**src/rtl/coef_plane_packer.sv**
```systemverilog
// Serial-to-parallel coefficient packer: gathers N 2-bit coefficients
// into two bit-plane words and hands them downstream over valid/ready.
module coef_plane_packer #(
  parameter  int N  = 4,
  localparam int CW = $clog2(N + 1)
) (
  input  logic          clk,
  input  logic          reset,
  input  logic          i_start,
  input  logic          i_in_valid,
  output logic          o_in_ready,
  input  logic [1:0]    i_in_coef,
  output logic          o_out_valid,
  input  logic          i_out_ready,
  output logic [N-1:0]  o_plane0,
  output logic [N-1:0]  o_plane1,
  output logic [CW-1:0] o_count,
  output logic          o_busy
);

  typedef enum logic [1:0] {
    IDLE    = 2'd0,
    COLLECT = 2'd1,
    FULL    = 2'd2
  } state_t;

  state_t        r_state;
  state_t        w_state_nxt;
  logic [N-1:0]  r_plane0;
  logic [N-1:0]  r_plane1;
  logic [N-1:0]  w_plane0_nxt;
  logic [N-1:0]  w_plane1_nxt;
  logic [CW-1:0] r_count;
  logic [CW-1:0] w_count_nxt;
  logic          w_accept;
  logic          w_last;

  assign w_accept = i_in_valid & (r_state == COLLECT);
  assign w_last   = (r_count == CW'(N - 1));

  always_ff @(posedge clk or posedge reset) begin
    if (reset) begin
      r_state  <= IDLE;
      r_plane0 <= '0;
      r_plane1 <= '0;
      r_count  <= '0;
    end else begin
      r_state  <= w_state_nxt;
      r_plane0 <= w_plane0_nxt;
      r_plane1 <= w_plane1_nxt;
      r_count  <= w_count_nxt;
    end
  end

  always_comb begin
    w_state_nxt  = r_state;
    w_plane0_nxt = r_plane0;
    w_plane1_nxt = r_plane1;
    w_count_nxt  = r_count;
    unique case (r_state)
      IDLE: begin
        if (i_start) begin
          w_state_nxt  = COLLECT;
          w_plane0_nxt = '0;
          w_plane1_nxt = '0;
          w_count_nxt  = '0;
        end
      end
      COLLECT: begin
        // An abort takes priority over a coefficient arriving alongside it
        if (i_start) begin
          w_plane0_nxt = '0;
          w_plane1_nxt = '0;
          w_count_nxt  = '0;
        end else if (w_accept) begin
          w_plane0_nxt = {i_in_coef[0], r_plane0[N-1:1]};
          w_plane1_nxt = {i_in_coef[1], r_plane1[N-1:1]};
          w_count_nxt  = r_count + 1'b1;
          if (w_last) w_state_nxt = FULL;
        end
      end
      FULL: begin
        if (i_out_ready) begin
          w_count_nxt = '0;
          if (i_start) begin
            w_state_nxt  = COLLECT;
            w_plane0_nxt = '0;
            w_plane1_nxt = '0;
          end else begin
            w_state_nxt = IDLE;
          end
        end
      end
      default: begin
        w_state_nxt = IDLE;
      end
    endcase
  end

  assign o_in_ready  = (r_state == COLLECT);
  assign o_out_valid = (r_state == FULL);
  assign o_busy      = (r_state != IDLE);
  assign o_plane0    = r_plane0;
  assign o_plane1    = r_plane1;
  assign o_count     = r_count;

endmodule

```
**config.mk**
```make
export PLATFORM = sky130hd
export DESIGN_NAME = coef_plane_packer
export DESIGN_NICKNAME = d
export VERILOG_FILES = /design/src/rtl/coef_plane_packer.sv
export SDC_FILE = /design/constraint.sdc
export NUM_CORES = 1
export LEC_CHECK = 0
export CELL_PAD_IN_SITES_DETAIL_PLACEMENT = 1
export CELL_PAD_IN_SITES_GLOBAL_PLACEMENT = 1
export CORE_ASPECT_RATIO = 1.1
export CORE_MARGIN = 10
export CORE_UTILIZATION = 35
export CTS_CLUSTER_DIAMETER = 50
export CTS_CLUSTER_SIZE = 16
export DETAILED_ROUTE_END_ITERATION = 7
export GPL_TIMING_DRIVEN = 0
export PLACE_DENSITY = 0.79
export SLEW_MARGIN = 20
export SYNTH_ARGS = -nofsm -noshare
export SYNTH_HDL_FRONTEND = slang
export SYNTH_SLANG_ARGS = --single-unit
```
**constraint.sdc**
```tcl
create_clock -name clk -period 2.6 [get_ports clk]
set_input_delay 0.52 -clock clk [delete_from_list [all_inputs] [get_ports clk]]
set_output_delay 0.52 -clock clk [all_outputs]
set_load 0.02 [all_outputs]
```
==> metrics.yaml <==
die_w_um: 61.7
critical_path_class: "register to primary output"
finalSetupViolCount: 0
htree_levels: 1
cts_tree: "done"
fin_crit_sh: 0.925
drt-pass1-iter-count: 4
drv_cap: 0
grt_pass1_vias: 620
max_freq_ghz: 0.416
final_util: 0.510
fin_nets: 100
timing.rr.start: "r_state[0]$_DFFE_PP0P_"
antenna_found_initial: 0
worstPathArrival_ns: 1.89
ys_types: 20
synth_warnings: 0
rsz0062_at_grt: "false"
ios: 21
initial_core_util: 0.372
hold_viol: 0
clock_path_buffers: 2
critPathSlowestCell: "clkdlybuf4s50_1"
core_area_um2: 1800
drc: 0
io_buffers: 20
grt_pass1_wl_mm: 2.75
holdPathStages: 2
wirelength_mm: 1.70
area_delta_synth_final_pct: 37.1
postRouteAntennaNets: 0
hold_path_class: "register to register"
final_common_cell: "clkdlybuf4s50_1"
min_period_ns: 2.41
power_leakage_nw: 0.374
worst_slack_ns: 0.195
power.total_mw: 0.443
slew_headroom: 0.661
reg2reg_depth: 4
grt_usage: 0.0889
hold_end: "o_plane1[0]$_DFFE_PP0P_"
path_max_fanout: 10
holdBufCountCts: 0
synth_seq_area_share: 0.485
wl_per_cell_um: 15.7
place_ws_ns: 0.489
die_h_um: 65.9
r2r-end: "o_plane0[3]$_DFFE_PP0P_"
syn-mean-instance-area_um2: 10.2
vias: 570
fin_cells: 108
status: "finished, final reports clean"
numCtsBuffers: 3
final_cell_mix: "clkdlybuf4s50_1, nand2_1, dfrtp_1"
synthesis.instances: 66
synth_area_um2: 671
r2r_slack_ns: 1.18
cts_sinks: 13
syn-num-nets: 75
min-delay-start: "o_plane1[0]$_DFFE_PP0P_"
tightest_slew_ns: 0.509
crit_path_start_kind: "register"
end_kind: "primary output"
via_per_inst: 5.28
diodes: 0
finClkSkew_ns: 0.00675
final_max_slew_viol_count: 0
ys_seq_elements: 13
final_layout_size_suffix_gt1_frac: 0.167
cts.clk_slew.worst_paths_ns: 0.08
critPathRequiredTime_ns: 2.08
cts.repair.resized: 0
power.density_nw_per_um2: 482
fillers: 202
cp_cell_sequence: "clkbuf_1, or2_1, clkdlybuf4s50_1"
grt.overflow.total: 0
dpl.cell_count: 104
post_cts_buffers: 0
drt_iter0_drc: 4
grt_max_degree: 14
peakVddDrop_mv: 0.266
root_buffer: "clkbuf_4"
setup_tns_ns: 0
place.gp.congestion: 0.733
slowest_delay_ns: 0.60
die_area_um2: 4070
clk_latency_ns: 0.28
fp-row-count: 16
dp.final_hpwl_mm: 1.29
==> where the power goes <==
group / leakage (nW) / internal (mW) / total, mW / switching [mW]
clock: 0.0150 / 0.0595 / 0.126 / 0.0669
combinational: 0.187 / 0.0436 / 0.0944 / 0.0508
sequential: 0.172 / 0.213 / 0.222 / 0.00925
total: 0.374 / 0.316 / 0.443 / 0.127
==> area by class of cell <==
cell class,count,area [µm²],share of cell area
multi-input combinational,47,312,0.339
tap,18,22.5,0.0245
clock buffer,4,26.3,0.0286
inverter,3,11.3,0.0122
timing repair buffer,20,200,0.218
buffer,3,22.5,0.0245
sequential,13,325,0.354
==> cell usage after synthesis <==
cell type  count  area, µm²
a21oi_2        1       8.76
a21oi_1        1       5.00
nor2b_1        2       12.5
nand2_1       13       48.8
nor2_1         1       3.75
nand3_1        1       5.00
or2_1          2       12.5
dfrtp_1       13        325
o21ai_2        8       70.1
a32o_1         1       10.0
ha_1           2       25.0
clkbuf_1       1       3.75
buf_4          1       7.51
o21ai_1        2       10.0
nand3b_1       2       15.0
o211ai_1       8       60.1
o22ai_1        2       12.5
buf_6          1       11.3
inv_1          3       11.3
nor3b_2        1       12.5
==> sequential cells by signal, summed over array words and instances, names as in the netlist <==
| signal | cells |
|---|---|
| r_state | 2 |
| o_plane0 | 4 |
| o_count | 3 |
| o_plane1 | 4 |
==> critical path: cells and delay by family, from the launching register on <==
kind                   cells  cell delay [ns]
buffers and inverters      2             0.98
DFF                        1             0.47
and+or+nand+nor            1             0.16
==> per-layer routing <==
layer	GRT usage	up-vias	part of all wire
met3	0.0192	4	0.055
met2	0.154	18	0.47
met4	0.0587	0	0.027
met5	0	-	0
met1	0.0916	260	0.44
li1	-	288	-
==> how the worst max path moves through the flow <==
stage                            end                   start  cells after the start
after floorplan           o_in_ready  r_state[1]$_DFFE_PP0P_                      2
after global placement        o_busy  r_state[1]$_DFFE_PP0P_                      3
after detailed placement      o_busy  r_state[1]$_DFFE_PP0P_                      3
after CTS                     o_busy  r_state[1]$_DFFE_PP0P_                      3
after global routing          o_busy  r_state[1]$_DFFE_PP0P_                      3
final                         o_busy  r_state[1]$_DFFE_PP0P_                      3
==> stage by stage <==
stage               hold WS [ns]  area (µm²)
finish                     0.535         920
global route               0.572         920
CTS                        0.540         920
detailed placement         0.524         893
global placement           0.512         893
floorplan                  0.397         671
==> cell families (layout without fill, tap and decap cells) <==
family	after synthesis	in the layout	synth area share
buf+inv	6	30	0.0504
flops	13	13	0.485
compound gates	23	23	0.263
fa+ha+maj	2	2	0.0373
simple gates	22	22	0.164
No activity file was read; power rests on OpenSTA's default activity.
